==> config.mk <==
export PLATFORM = sky130hd
export DESIGN_NAME = greedy_action_select_flat
export DESIGN_NICKNAME = d
export VERILOG_FILES = /design/src/rtl/greedy_action_select_if.sv /design/src/rtl/greedy_action_select.sv /design/src/flat_wrapper.sv
export SDC_FILE = /design/constraint.sdc
export NUM_CORES = 1
export LEC_CHECK = 0
export BUFFER_PORTS_ARGS = -buffer_cell sky130_fd_sc_hd__buf_2
export CAP_MARGIN = 20
export CORE_ASPECT_RATIO = 0.7
export CORE_MARGIN = 2
export CORE_UTILIZATION = 46
export DETAILED_ROUTE_END_ITERATION = 8
export PLACE_DENSITY = 0.68
export SLEW_MARGIN = 20
export SYNTH_ARGS = -nofsm -noshare
export SYNTH_HDL_FRONTEND = slang
export SYNTH_SLANG_ARGS = --single-unit
==> constraint.sdc <==
create_clock -name clk -period 8.47 [get_ports clk]
set_input_delay 1.694 -clock clk [delete_from_list [all_inputs] [get_ports clk]]
set_output_delay 1.694 -clock clk [all_outputs]
set_load 0.05 [all_outputs]
==> src/rtl/greedy_action_select_if.sv <==
// Request/response and action-RAM read bundle for the greedy selector.
// master = requester side (also supplies RAM read data), slave = selector.
interface greedy_action_select_if #(
    parameter int DATA_W  = 16,
    parameter int STATE_W = 4,
    parameter int ACT_W   = 2
);
    logic                       start;
    logic [STATE_W-1:0]         state;
    logic [7:0]                 epsilon;
    logic                       ram_en;
    logic [STATE_W+ACT_W-1:0]   ram_rd_addr;
    logic [DATA_W-1:0]          ram_data;
    logic                       busy;
    logic                       done;
    logic [ACT_W-1:0]           action;
    logic [DATA_W-1:0]          max_q;
    logic                       explore;

    modport master (
        output start, state, epsilon, ram_data,
        input  ram_en, ram_rd_addr, busy, done,
        input  action, max_q, explore
    );

    modport slave (
        input  start, state, epsilon, ram_data,
        output ram_en, ram_rd_addr, busy, done,
        output action, max_q, explore
    );
endinterface

==> src/rtl/greedy_action_select.sv <==
// Epsilon-greedy action selector: streams the Q-values of one state out of
// the action RAM, tracks the signed maximum, optionally explores randomly.
module greedy_action_select #(
    parameter int         DATA_W    = 16,
    parameter int         STATE_W   = 4,
    parameter int         ACT_W     = 2,
    parameter logic [7:0] LFSR_SEED = 8'hA5
) (
    input logic                   clk,
    input logic                   rst,
    greedy_action_select_if.slave bus
);

    localparam int         AW   = STATE_W + ACT_W;
    localparam logic [7:0] SEED = (LFSR_SEED == 8'h00) ? 8'h01 : LFSR_SEED;
    localparam logic [ACT_W-1:0] LAST = {ACT_W{1'b1}};

    typedef enum logic [1:0] {
        IDLE,
        ISSUE,
        DRAIN,
        DONE
    } fsm_e;

    fsm_e               fsm_q;
    logic [7:0]         lfsr_q;
    logic [7:0]         lfsr_d;
    logic               ram_en_q;
    logic [AW-1:0]      addr_q;
    logic               busy_q;
    logic               done_q;
    logic               exp_q;
    logic [ACT_W-1:0]   rnd_q;
    logic [DATA_W-1:0]  run_max_q;
    logic [DATA_W-1:0]  run_max_d;
    logic [ACT_W-1:0]   run_idx_q;
    logic [ACT_W-1:0]   run_idx_d;
    logic [ACT_W-1:0]   cmp_idx;
    logic               cmp_vld;
    logic               take;
    logic [ACT_W-1:0]   action_q;
    logic [DATA_W-1:0]  max_q_q;
    logic               explore_q;

    // Next LFSR value: right-shifting Galois form of x^8+x^6+x^5+x^4+1.
    always_comb begin
        lfsr_d = {1'b0, lfsr_q[7:1]} ^ (lfsr_q[0] ? 8'hB8 : 8'h00);
    end

    // Running-max update for the Q-value currently on ram_data.
    // Data trails the issued address by one cycle, so the index under
    // comparison is the previous low address bits; DRAIN sees the last one.
    always_comb begin
        cmp_vld   = 1'b0;
        cmp_idx   = addr_q[ACT_W-1:0] - 1'b1;
        take      = 1'b0;
        run_max_d = run_max_q;
        run_idx_d = run_idx_q;
        if (fsm_q == DRAIN) begin
            cmp_vld = 1'b1;
            cmp_idx = LAST;
        end else if (fsm_q == ISSUE) begin
            cmp_vld = (addr_q[ACT_W-1:0] != '0);
        end
        if (cmp_vld) begin
            take = (cmp_idx == '0) ||
                   ($signed(bus.ram_data) > $signed(run_max_q));
        end
        if (take) begin
            run_max_d = bus.ram_data;
            run_idx_d = cmp_idx;
        end
    end

    // Control FSM, LFSR and all registered outputs.
    always_ff @(posedge clk) begin
        if (rst) begin
            fsm_q     <= IDLE;
            lfsr_q    <= SEED;
            ram_en_q  <= 1'b0;
            addr_q    <= '0;
            busy_q    <= 1'b0;
            done_q    <= 1'b0;
            exp_q     <= 1'b0;
            rnd_q     <= '0;
            run_max_q <= '0;
            run_idx_q <= '0;
            action_q  <= '0;
            max_q_q   <= '0;
            explore_q <= 1'b0;
        end else begin
            lfsr_q    <= lfsr_d;
            run_max_q <= run_max_d;
            run_idx_q <= run_idx_d;
            unique case (fsm_q)
                IDLE: begin
                    if (bus.start) begin
                        fsm_q    <= ISSUE;
                        ram_en_q <= 1'b1;
                        addr_q   <= {bus.state, {ACT_W{1'b0}}};
                        busy_q   <= 1'b1;
                        exp_q    <= (lfsr_q < bus.epsilon);
                        rnd_q    <= lfsr_q[ACT_W-1:0];
                    end
                end
                ISSUE: begin
                    if (addr_q[ACT_W-1:0] == LAST) begin
                        fsm_q <= DRAIN;
                    end else begin
                        addr_q[ACT_W-1:0] <= addr_q[ACT_W-1:0] + 1'b1;
                    end
                end
                DRAIN: begin
                    fsm_q     <= DONE;
                    ram_en_q  <= 1'b0;
                    busy_q    <= 1'b0;
                    done_q    <= 1'b1;
                    max_q_q   <= run_max_d;
                    action_q  <= exp_q ? rnd_q : run_idx_d;
                    explore_q <= exp_q;
                end
                DONE: begin
                    fsm_q  <= IDLE;
                    done_q <= 1'b0;
                end
                default: begin
                    fsm_q <= IDLE;
                end
            endcase
        end
    end

    assign bus.ram_en      = ram_en_q;
    assign bus.ram_rd_addr = addr_q;
    assign bus.busy        = busy_q;
    assign bus.done        = done_q;
    assign bus.action      = action_q;
    assign bus.max_q       = max_q_q;
    assign bus.explore     = explore_q;

endmodule
==> src/flat_wrapper.sv <==
// flat-port wrapper written by rule: the top's interface ports become plain ports
module greedy_action_select_flat 
#(
    parameter int         DATA_W    = 16,
    parameter int         STATE_W   = 4,
    parameter int         ACT_W     = 2,
    parameter logic [7:0] LFSR_SEED = 8'hA5
)
  (clk, rst, bus_start, bus_state, bus_epsilon, bus_ram_data, bus_ram_en, bus_ram_rd_addr, bus_busy, bus_done, bus_action, bus_max_q, bus_explore);
  greedy_action_select_if #(.DATA_W(DATA_W), .STATE_W(STATE_W), .ACT_W(ACT_W)) bus_i ();
  input logic clk;
  input logic rst;
  input wire logic [$bits(bus_i.start)-1:0] bus_start;
  input wire logic [$bits(bus_i.state)-1:0] bus_state;
  input wire logic [$bits(bus_i.epsilon)-1:0] bus_epsilon;
  input wire logic [$bits(bus_i.ram_data)-1:0] bus_ram_data;
  output wire logic [$bits(bus_i.ram_en)-1:0] bus_ram_en;
  output wire logic [$bits(bus_i.ram_rd_addr)-1:0] bus_ram_rd_addr;
  output wire logic [$bits(bus_i.busy)-1:0] bus_busy;
  output wire logic [$bits(bus_i.done)-1:0] bus_done;
  output wire logic [$bits(bus_i.action)-1:0] bus_action;
  output wire logic [$bits(bus_i.max_q)-1:0] bus_max_q;
  output wire logic [$bits(bus_i.explore)-1:0] bus_explore;
  assign bus_i.start = bus_start;
  assign bus_i.state = bus_state;
  assign bus_i.epsilon = bus_epsilon;
  assign bus_i.ram_data = bus_ram_data;
  assign bus_ram_en = bus_i.ram_en;
  assign bus_ram_rd_addr = bus_i.ram_rd_addr;
  assign bus_busy = bus_i.busy;
  assign bus_done = bus_i.done;
  assign bus_action = bus_i.action;
  assign bus_max_q = bus_i.max_q;
  assign bus_explore = bus_i.explore;
  greedy_action_select #(.DATA_W(DATA_W), .STATE_W(STATE_W), .ACT_W(ACT_W), .LFSR_SEED(LFSR_SEED)) u_core (.clk(clk), .rst(rst), .bus(bus_i));
endmodule
# Word-level counts from Yosys, hierarchy flattened
# Index checks and enable logic that the tools add are counted.
[totals]
input_bits = 31
n_memories = 0
register_bits = 58
latchBits = 0
mem_bits_ro = 0
word_cells = 53
mem_bits_rw = 0
out_inout_bits = 28
[op_classes]
n_shift = 0
mul = 0
bitwise_logic = 1
div_mod_pow = 0
addsub = 2
mux = 17
reduce_logical = 11
n_lt_le_gt_ge = 2
eq_ne = 7
[ops]
columns = ["cell", "count"]
rows = [
  ["16-bit > comparator", 1],
  ["16-bit 2-to-1 mux", 1],
  ["2-bit 2-to-1 mux", 7],
  ["8-bit less-than comparator", 1],
  ["8-bit 2-to-1 mux", 1],
  ["2-bit case mux with 4 select lines", 1],
  ["2-bit nonzero test", 4],
  ["7-bit by 8-bit bitwise XOR with 8-bit output", 1],
  ["2-bit equality test (second input constant)", 3],
  ["2-bit inequality test (second input constant)", 3],
  ["2-bit AND reduction", 3],
  ["2-bit logical NOT", 2],
  ["1-bit 2-to-1 mux", 4],
  ["1-bit case mux with 2 select lines", 2],
  ["2-bit case mux with 2 select lines", 1],
  ["3-bit AND reduction", 1],
  ["2-bit by 1-bit adder with 2-bit output (second input constant)", 1],
  ["2-bit by 1-bit equality test with 1-bit output (second input constant)", 1],
  ["2-bit by 1-bit subtractor with 2-bit output (second input constant)", 1],
  ["1-bit logical OR", 1],
]

# Logic depth before layout (Yosys ltp)
# Gate-level depths: netlist of run 1.
[depth]
word_depth = 7
ltp_mapped = 10
depth_no_buf = 8

# Worst setup path before layout of run 1
# OpenSTA, ideal clock, no wires.
[synth_path]
path_type = "input port to flip-flop"
startpoint = "input bus_ram_data[15]"
endpoint = "register u_core.run_max_q[15]"
cell_stages = 8
slack_ns = 4.658
setup_ns = 0.072
n_path_buf = 1
arrival_time_ns = 3.740
t_required_ns = 8.398
path_cell_list = "ha_1 > nand4_2 > or4_4 > o22ai_2 > nor2_2 > a32oi_4 > buf_12 > mux2i_1"
[synth_via]
elab_chain_len = 4
[synth_lines]
columns = ["item", "line_no", "source"]
rows = [
  ["from (decl)", "flat_wrapper.sv:16", "input wire logic [$bits(bus_i.ram_data)-1:0] bus_ram_data;"],
  ["16-bit > comparator", "greedy_action_select.sv:67", "($signed(bus.ram_data) > $signed(run_max_q));"],
  ["1-bit logical OR", "greedy_action_select.sv:66", "take = (cmp_idx == '0) ||"],
  ["1-bit 2-to-1 mux", "greedy_action_select.sv:65", "if (cmp_vld) begin"],
  ["16-bit 2-to-1 mux (*)", "greedy_action_select.sv:69", "if (take) begin"],
  ["to (signal assigned)", "greedy_action_select.sv:93", "run_max_q <= run_max_d;"],
  ["to (decl)", "greedy_action_select.sv:34", "logic [DATA_W-1:0] run_max_q;"],
]
# Every way passes the cells marked *; elsewhere a longest branch is shown, timed or not.
# A chain may end at the register's enable or synchronous reset.

# Worst setup path after layout of run 1
[layout_path]
startpoint = "input bus_ram_data[15]"
endpoint = "register u_core.run_max_q[8]"
[layout_via]
elab_chain_len = 4
[layout_lines]
columns = ["item", "line_no"]
rows = [
  ["16-bit > comparator", "greedy_action_select.sv:67"],
  ["1-bit logical OR", "greedy_action_select.sv:66"],
  ["1-bit 2-to-1 mux", "greedy_action_select.sv:65"],
  ["16-bit 2-to-1 mux", "greedy_action_select.sv:69"],
]
# Every way passes these cells.

==> impl_metrics.py, run 1 <==
metrics = {
    "route": {
        "wl_per_cell_um": 13.1,
        "drc": 0,
        "drtIter0Drc": 120,
        "first_pass_iters": 4,
        "viasPerCell": 5.11,
        "routed_wirelength_mm": 6.79,
        "vias": 2649,
        "drtAntennaViolNets": 0,
    },
    "grt": {
        "grt_pass1_wl_mm": 11.3,
        "grt_max_degree": 77,
        "grt_pass1_vias": 2417,
        "antenna_found_initial": 0,
        "gr-total-overflow": 0,
        "grtUsageTotal": 0.193,
    },
    "synth": {
        "synth-seq-area-share": 0.365,
        "synth_warnings": 0,
        "netlist_top_cells_count": "58 x dfxtp_1, 37 x nor2_1, 36 x nand2b_1",
        "synthArstFlopShare": 0,
        "synth_most_common_cell": "dfxtp_1",
        "synth-edff-count": 0,
        "synthesis.nets": 431,
        "synth_area_sq_um": 3180,
        "synthCells": 371,
        "synth_top_area_frac": 0.365,
        "avgSynthCellArea_sq_um": 8.58,
        "ys_seq_elements": 58,
        "synthTopCellsByArea": "dfxtp_1 36%, ha_1 11%, nand2b_1 7.1%",
        "yosysTopAreaCell": "dfxtp_1",
        "ys_types": 40,
        "yosys_most_used_dff": "dfxtp_1",
    },
    "floorplan": {
        "die_w_um": 103,
        "rows": 25,
        "dieHeight_um": 73.6,
        "core_area_sq_um": 6730,
        "io_pins": 59,
        "die_area_sq_um": 7610,
        "start_util": 0.473,
    },
    "clocking": {
        "post_cts_resized": 0,
        "cts_sinks": 58,
        "cts_tree": "done",
        "ctsHoldBuffers": 0,
        "cts_made_buffers": 9,
        "clk_pin_slew_ns": 0.07,
        "root_buffer": "clkbuf_8",
        "insertion_delay_ns": 0.34,
        "postCtsSetupRepairBufs": 0,
        "max-clock-path-buffers": 2,
        "cts_max_level": 3,
    },
    "setup_path": {
        "crit_required_ns": 8.73,
        "cp_max_fo": 18,
        "crit_path_end_kind": "register",
        "crit_type": "in -> reg",
        "crit_arrival_ns": 4.64,
        "start_kind": "primary input",
    },
    "timing": {
        "rsz0062_at_grt": "no",
        "max_freq_ghz": 0.229,
        "period_minus_slack_ns": 4.38,
        "tightest_slew_ns": 0.874,
        "finalSetupTns_ns": 0,
        "slew_headroom": 0.418,
        "setup_viol": 0,
        "finClkSkew_ns": 0.00704,
        "slew_violations": 0,
        "period_share": 0.517,
        "hold_violations": 0,
    },
    "power": {
        "p_leak_nw": 1.65,
        "vdd_ir_drop_max_mv": 0.205,
        "powerDensity_nw_per_um2": 314,
    },
    "hold_path": {
        "hold_path.class": "reg -> reg",
    },
    "flow_run": {
        "drv_cap": 0,
    },
    "layout": {
        "nNetsFinal": 479,
        "area.growth.synth_to_final_pct": 16.4,
        "antenna_cells": 0,
        "drive_above_1_share": 0.205,
        "design_area_sq_um": 3700,
    },
    "place": {
        "gp_congestion": 0.804,
        "port_buffers": 58,
        "dp_hpwl_mm": 4.79,
        "place_area_sq_um": 3480,
    },
    "status": {
        "status": "finished, final reports clean",
    },
}
## critical path, stage by stage
cell	delay, ns
buf_2	0.12
ha_1	0.36
nand4_2	0.15
or4_4	0.58
o22ai_2	0.56
nor2_2	0.14
a32oi_4	0.72
mux2i_1	0.31
## cells by family (layout without fill, tap and decap cells)
group                      after synthesis  after routing  synth area share
adders and majority gates               29             29             0.114
xor gates and xnor gates                 3              3           0.00826
DFF                                     58             58             0.365
muxes                                   18             18            0.0570
AOI/OAI and AO/OA                       78             78             0.174
and+or+nand+nor                        131            131             0.207
buffers and inverters                   54            107            0.0747
## power by group
part / leakage [nW] / internal [mW] / total, mW / switching (mW)
Clock: 0.105 / 0.165 / 0.280 / 0.116
Combinational: 1.07 / 0.160 / 0.501 / 0.341
Sequential: 0.474 / 0.341 / 0.383 / 0.0415
Total: 1.65 / 0.666 / 1.16 / 0.498
## worst paths after layout
kind,startpoint,to,slack (ns),depth (start not counted)
min reg2reg,u_core.bus.ram_rd_addr[2]$_SDFFE_PP0P_,u_core.bus.ram_rd_addr[2]$_SDFFE_PP0P_,0.45,2
max,bus_ram_data[15],u_core.run_max_q[8]$_SDFF_PP0_,4.09,8
max reg2reg,u_core.run_max_q[15]$_SDFF_PP0_,u_core.run_max_q[8]$_SDFF_PP0_,5.19,8
min,u_core.bus.ram_rd_addr[2]$_SDFFE_PP0P_,u_core.bus.ram_rd_addr[2]$_SDFFE_PP0P_,0.45,2
## registers in the layout, summed over array words and instances (netlist names), 2 cells and up
name and cells:
u_core.run_max_q 16, u_core.fsm_q 2, u_core.lfsr_q 8, u_core.bus.action 2, u_core.bus.ram_rd_addr 6, u_core.run_idx_q 2
u_core.bus.max_q 16, u_core.rnd_q 2
## placed cells by master, fill, tap and decap left out, types with 4 or more instances in the layout
cell type   n
dfxtp_1    58
buf_2      57
nor2_1     37
nand2b_1   36
inv_1      31
ha_1       29
nand2_1    21
o21ai_0    19
a21oi_1    18
a311oi_1   18
nand3_1    17
mux2i_1    17
clkbuf_8    9
nor2b_1     6
nor3_1      5
a21o_1      4
## metal layers
layer	up-vias	GRT usage	share of wire
met2	71	0.280	0.42
met5	-	0	0
met1	1194	0.269	0.50
li1	1377	-	-
met3	7	0.0647	0.069
met4	0	0.0643	0.011
## final cells by class
cell class                 instances  area, sq um
clock buffer                       9          124
clock inverter                     7         93.8
fill                             633         3020
inverter                          31          116
multi-input combinational        259         1780
sequential                        58         1160
tap                               94          118
timing repair buffer              60          308
## stage by stage
stage,std cells,hold WS (ns),power [mW],setup WS [ns],util
floorplan,371,0.419,0.793,4.66,-
global placement,502,0.431,0.880,3.88,0.518
detailed placement,502,0.436,0.890,3.78,0.518
CTS,518,0.455,1.17,4.09,0.550
global route,518,0.469,1.24,3.94,0.551
finish,518,0.452,1.16,4.09,0.551
Note: power is estimated with default switching activity, not from simulation.
==> run 2, diff against run 1 <==
Settings changed: ABC_AREA set to 1.
Clock period 8.47 ns to 4.3 ns, I/O delays scaled along.
==> impl_metrics.py, run 2 <==
metrics = {
    "layout": {
        "most-common-layout-cells": "68 x inv_1, 59 x nand2_1, 58 x buf_2, 58 x dfxtp_1, 49 x nor2_1",
        "antenna_cells": 0,
        "area.growth.synth_to_final_pct": 15.6,
        "multi_input_area_sq_um": 1590,
        "drive_above_1_share": 0.239,
        "design_area_sq_um": 3620,
        "n_fill_cell": 675,
        "ff_latch_area_sq_um": 1160,
        "layout_commonest_cell": "inv_1",
        "final_cells": 558,
        "utilization": 0.544,
        "nNetsFinal": 519,
    },
    "clocking": {
        "post_cts_resized": 0,
        "cts_sinks": 58,
        "cts_made_buffers": 9,
        "insertion_delay_ns": 0.34,
        "ctsHoldBuffers": 0,
        "cts_max_level": 3,
        "max-clock-path-buffers": 2,
        "cts_tree": "done",
        "postCtsSetupRepairBufs": 0,
        "clk_pin_slew_ns": 0.06,
        "root_buffer": "clkbuf_8",
    },
    "setup_path": {
        "crit_required_ns": 4.53,
        "crit_chain": "buf_2, ha_1, nand2_2, nor2_4, o21ai_1, nand3_2, nand2_2, a21oi_2, nand2_2, nand2_4, nand2_8, nand2_1, nand3_1, nand2_1, inv_1",
        "max_stage_delay_ns": 0.30,
        "cpMostUsedCell": "nand2_2",
        "crit_arrival_ns": 2.77,
        "start_kind": "primary input",
        "crit_path_end_kind": "register",
        "cp_max_fo": 19,
        "crit_type": "in -> reg",
        "crit_slowest_cell": "ha_1",
    },
    "place": {
        "placed_cells": 542,
        "dp_hpwl_mm": 4.65,
        "place_area_sq_um": 3430,
        "port_buffers": 58,
        "gp_congestion": 0.807,
        "pre_cts_ws_ns": 1.42,
    },
    "power": {
        "p_total_mw": 2.50,
        "sw_frac_of_total": 0.476,
        "powerDensity_nw_per_um2": 691,
        "vdd_ir_drop_max_mv": 0.238,
        "power.internal_mw": 1.31,
        "p_leak_nw": 1.82,
        "p_seq_frac": 0.305,
        "clkPwrFrac": 0.199,
        "power.share.combinational": 0.496,
        "power_switching_mw": 1.19,
    },
    "timing": {
        "worst_hold_slack_ns": 0.429,
        "setup_ws_ns": 1.76,
        "tightest_slew_ns": 1.09,
        "period_minus_slack_ns": 2.54,
        "finalSetupTns_ns": 0,
        "rsz0062_at_grt": "no",
        "max_freq_ghz": 0.394,
        "setup_viol": 0,
        "slew_violations": 0,
        "finClkSkew_ns": 0.0102,
        "hold_violations": 0,
        "slew_headroom": 0.270,
        "period_share": 0.590,
    },
    "route": {
        "drtIter0Drc": 129,
        "drc": 0,
        "viasPerCell": 4.70,
        "first_pass_iters": 4,
        "drtAntennaViolNets": 0,
        "routed_wirelength_mm": 6.58,
        "vias": 2622,
        "wl_per_cell_um": 11.8,
    },
    "synth": {
        "synth_top_area_frac": 0.370,
        "synthesis.nets": 462,
        "synth-edff-count": 0,
        "synthCells": 402,
        "yosys_most_used_dff": "dfxtp_1",
        "synth-seq-area-share": 0.370,
        "netlist_top_cells_count": "68 x inv_1, 59 x nand2_1, 58 x dfxtp_1",
        "avgSynthCellArea_sq_um": 7.80,
        "ys_seq_elements": 58,
        "ys_types": 34,
        "synthArstFlopShare": 0,
        "yosysTopAreaCell": "dfxtp_1",
        "synth_area_sq_um": 3130,
        "synth_warnings": 0,
        "synth_most_common_cell": "inv_1",
        "synthTopCellsByArea": "dfxtp_1 37%, ha_1 12%, inv_1 8.1%",
    },
    "grt": {
        "grt_pass1_vias": 2429,
        "grt_pass1_wl_mm": 11.1,
        "use_met1": 0.258,
        "grtUsageTotal": 0.192,
        "antenna_found_initial": 0,
        "gr-total-overflow": 0,
        "grt_use_met2": 0.298,
        "grt.busiest_layer": "met2",
        "met3_usage": 0.0556,
        "grt_max_degree": 48,
    },
    "floorplan": {
        "rows": 25,
        "die_area_sq_um": 7500,
        "core_area_sq_um": 6660,
        "dieHeight_um": 73.1,
        "die_w_um": 103,
        "start_util": 0.470,
        "io_pins": 59,
    },
    "hold_path": {
        "hold_path.class": "reg -> reg",
    },
    "status": {
        "status": "finished, final reports clean",
    },
    "flow_run": {
        "drv_cap": 0,
    },
}
## run 2: metal layers
layer	part of all wire	vias up	wire [um]
li1	-	1386	-
met1	0.51	1187	3350
met2	0.44	41	2870
met3	0.043	8	286
met4	0.011	0	73
met5	0	-	0
## run 2: path summary, 6_finish.rpt
check / startpoint / end / slack (ns) / cells past startpoint
min: u_core.lfsr_q[2]$_SDFF_PP1_ / u_core.lfsr_q[1]$_SDFF_PP0_ / 0.43 / 2
min reg2reg: u_core.lfsr_q[2]$_SDFF_PP1_ / u_core.lfsr_q[1]$_SDFF_PP0_ / 0.43 / 2
max reg2reg: u_core.fsm_q[0]$_SDFFE_PP0P_ / u_core.bus.max_q[10]$_SDFFE_PP0P_ / 1.83 / 9
max: bus_ram_data[7] / u_core.bus.max_q[10]$_SDFFE_PP0P_ / 1.76 / 15
## run 2: cell type report
type / instances / share of cell area
tap: 94 / 0.0325
clock buffer: 10 / 0.0352
inverter: 68 / 0.0704
clock inverter: 6 / 0.0186
sequential: 58 / 0.320
timing repair buffer: 60 / 0.0843
multi-input combinational: 262 / 0.439
## run 2: logic make-up after synthesis
kind of cell / count (synthesis) / share of synthesized area
compound gates: 54 / 0.0954
simple gates: 177 / 0.290
buf+inv: 82 / 0.123
xor+xnor: 2 / 0.00559
flops: 58 / 0.370
fa+ha+maj: 29 / 0.116
## run 2: power groups by stage
stage	Combinational [mW]	Clock (mW)	Sequential [mW]
6_report	1.24	0.498	0.764
4_1_cts	1.24	0.511	0.766
2_1_floorplan	0.773	0	1.04
5_1_grt	1.38	0.530	0.780
3_5_place_dp	1.23	0	0.777
3_3_place_gp	1.21	0	0.771
## run 2: worst max-delay path, delay by kind of cell
kind | cells | cell delay [ns]
buffers and inverters | 2 | 0.15
adder cells (fa/ha/maj) | 1 | 0.30
AND/OR/NAND/NOR | 10 | 1.21
AO/OA/AOI/OAI | 2 | 0.24
==> run 3, diff against run 2 <==
Settings changed: ABC_AREA 1 to 0.
Clock period 4.3 ns to 2.6 ns, I/O delays scaled along.
==> impl_metrics.py, run 3 (synthesis results as in run 1) <==
metrics = {
    "layout": {
        "final_cells": 538,
        "antenna_cells": 0,
        "drive_above_1_share": 0.245,
        "most-common-layout-cells": "58 x buf_2, 58 x dfxtp_1, 37 x nor2_1",
        "area.growth.synth_to_final_pct": 23.6,
        "nNetsFinal": 499,
        "n_fill_cell": 613,
    },
    "hold_path": {
        "hold_path_end": "u_core.bus.ram_rd_addr[5]$_SDFFE_PP0P_",
        "min_from": "bus_state[3]",
        "hold_path.class": "in -> reg",
        "whs_path_depth": 3,
    },
    "route": {
        "drc": 0,
        "routed_wirelength_mm": 7.34,
        "first_pass_iters": 4,
        "drtIter0Drc": 103,
        "wl_per_cell_um": 13.6,
        "drtAntennaViolNets": 0,
        "vias": 2756,
        "viasPerCell": 5.12,
    },
    "clocking": {
        "max-clock-path-buffers": 2,
        "cts_max_level": 3,
        "cts_tree": "done",
        "cts_sinks": 58,
        "cts_made_buffers": 9,
        "root_buffer": "clkbuf_8",
        "ctsHoldBuffers": 0,
        "insertion_delay_ns": 0.35,
        "clk_pin_slew_ns": 0.07,
    },
    "place": {
        "placed_cells": 522,
        "port_buffers": 58,
        "dp_hpwl_mm": 5.31,
        "pre_cts_ws_ns": -0.128,
        "gp_congestion": 0.788,
    },
    "timing": {
        "max_freq_ghz": 0.407,
        "slew_violations": 0,
        "finalSetupTns_ns": 0,
        "period_minus_slack_ns": 2.46,
        "hold_violations": 0,
        "setup_viol": 0,
        "period_share": 0.946,
        "setup_ws_ns": 0.141,
        "slew_headroom": 0.650,
        "finClkSkew_ns": 0.0100,
        "tightest_slew_ns": 0.525,
    },
    "power": {
        "p_total_mw": 4.05,
        "p_leak_nw": 1.77,
        "vdd_ir_drop_max_mv": 0.618,
        "powerDensity_nw_per_um2": 1030,
    },
    "floorplan": {
        "die_area_sq_um": 7610,
        "dieHeight_um": 73.6,
        "rows": 25,
        "die_w_um": 103,
        "core_area_sq_um": 6730,
        "io_pins": 59,
        "start_util": 0.473,
    },
    "grt": {
        "met3_usage": 0.0695,
        "antenna_found_initial": 0,
        "use_met1": 0.280,
        "grt.busiest_layer": "met2",
        "grt_use_met2": 0.316,
        "grtUsageTotal": 0.210,
        "grt_max_degree": 34,
        "grt_pass1_wl_mm": 12.1,
        "gr-total-overflow": 0,
        "grt_pass1_vias": 2658,
    },
    "setup_path": {
        "crit_type": "reg -> reg",
        "cp_max_fo": 11,
        "r2r_slack_ns": 0.14,
        "crit_path_start": "u_core.run_max_q[15]$_SDFF_PP0_",
        "crit_required_ns": 2.85,
        "ff2ff_path_depth": 9,
        "crit_path_end_kind": "register",
        "r2r-end": "u_core.bus.max_q[0]$_SDFFE_PP0P_",
        "crit_arrival_ns": 2.71,
        "start_kind": "register",
        "reg2reg_from": "u_core.run_max_q[15]$_SDFF_PP0_",
    },
    "status": {
        "status": "finished, final reports clean",
    },
    "flow_run": {
        "drv_cap": 0,
    },
}
[run 3: worst max path at each step]
stage | endpoint | depth (start not counted)
2_1_floorplan | u_core.run_max_q[15]$_SDFF_PP0_ | 8
4_1_cts | u_core.bus.max_q[0]$_SDFFE_PP0P_ | 9
3_3_place_gp | u_core.bus.action[0]$_SDFFE_PP0P_ | 9
3_5_place_dp | u_core.bus.max_q[9]$_SDFFE_PP0P_ | 9
5_1_grt | u_core.bus.max_q[15]$_SDFFE_PP0P_ | 9
6_report | u_core.bus.max_q[0]$_SDFFE_PP0P_ | 9
[run 3: area by class of cell]
cell class / instances / area, sq um / share of cell area
Tap cell: 94 / 118 / 0.0299
Inverter: 31 / 116 / 0.0296
Multi-Input combinational cell: 259 / 1810 / 0.461
Clock buffer: 12 / 155 / 0.0395
Timing Repair Buffer: 80 / 472 / 0.120
Clock inverter: 4 / 97.6 / 0.0248
Sequential cell: 58 / 1160 / 0.295
[run 3: what timing repair did]
item | CTS | global route
setup buffers | 0 | 0
endpoints found under the setup margin | 0 | 18
gates resized for setup | 0 | 3
[run 3: layer usage]
layer | wire length, um | share of wire
met5 | 0 | 0
met4 | 85 | 0.012
met3 | 433 | 0.059
met2 | 3220 | 0.44
met1 | 3610 | 0.49
[run 3: power breakdown]
group	leakage [nW]	total, mW	switching (mW)	internal, mW
registers	0.474	1.25	0.137	1.11
logic	1.17	1.74	1.15	0.595
clock network	0.123	1.06	0.367	0.689
total	1.77	4.05	1.65	2.40
[run 3: metrics by stage]
stage | hold WS, ns | instance area [sq um] | utilization
CTS | 0.394 | 3920 | 0.583
floorplan | 0.419 | 3200 | -
global placement | 0.430 | 3670 | 0.545
global route | 0.403 | 3930 | 0.585
detailed placement | 0.432 | 3670 | 0.545
finish | 0.410 | 3930 | 0.585
[run 3: critical path, stage by stage (launching register included)]
cell and delay (ns):
dfxtp_1 0.35, inv_1 0.07, ha_4 0.30, nand4_2 0.14, or4_4 0.60, a21oi_2 0.17
a211o_1 0.18, buf_6 0.17, nand3_1 0.09, a311oi_1 0.28
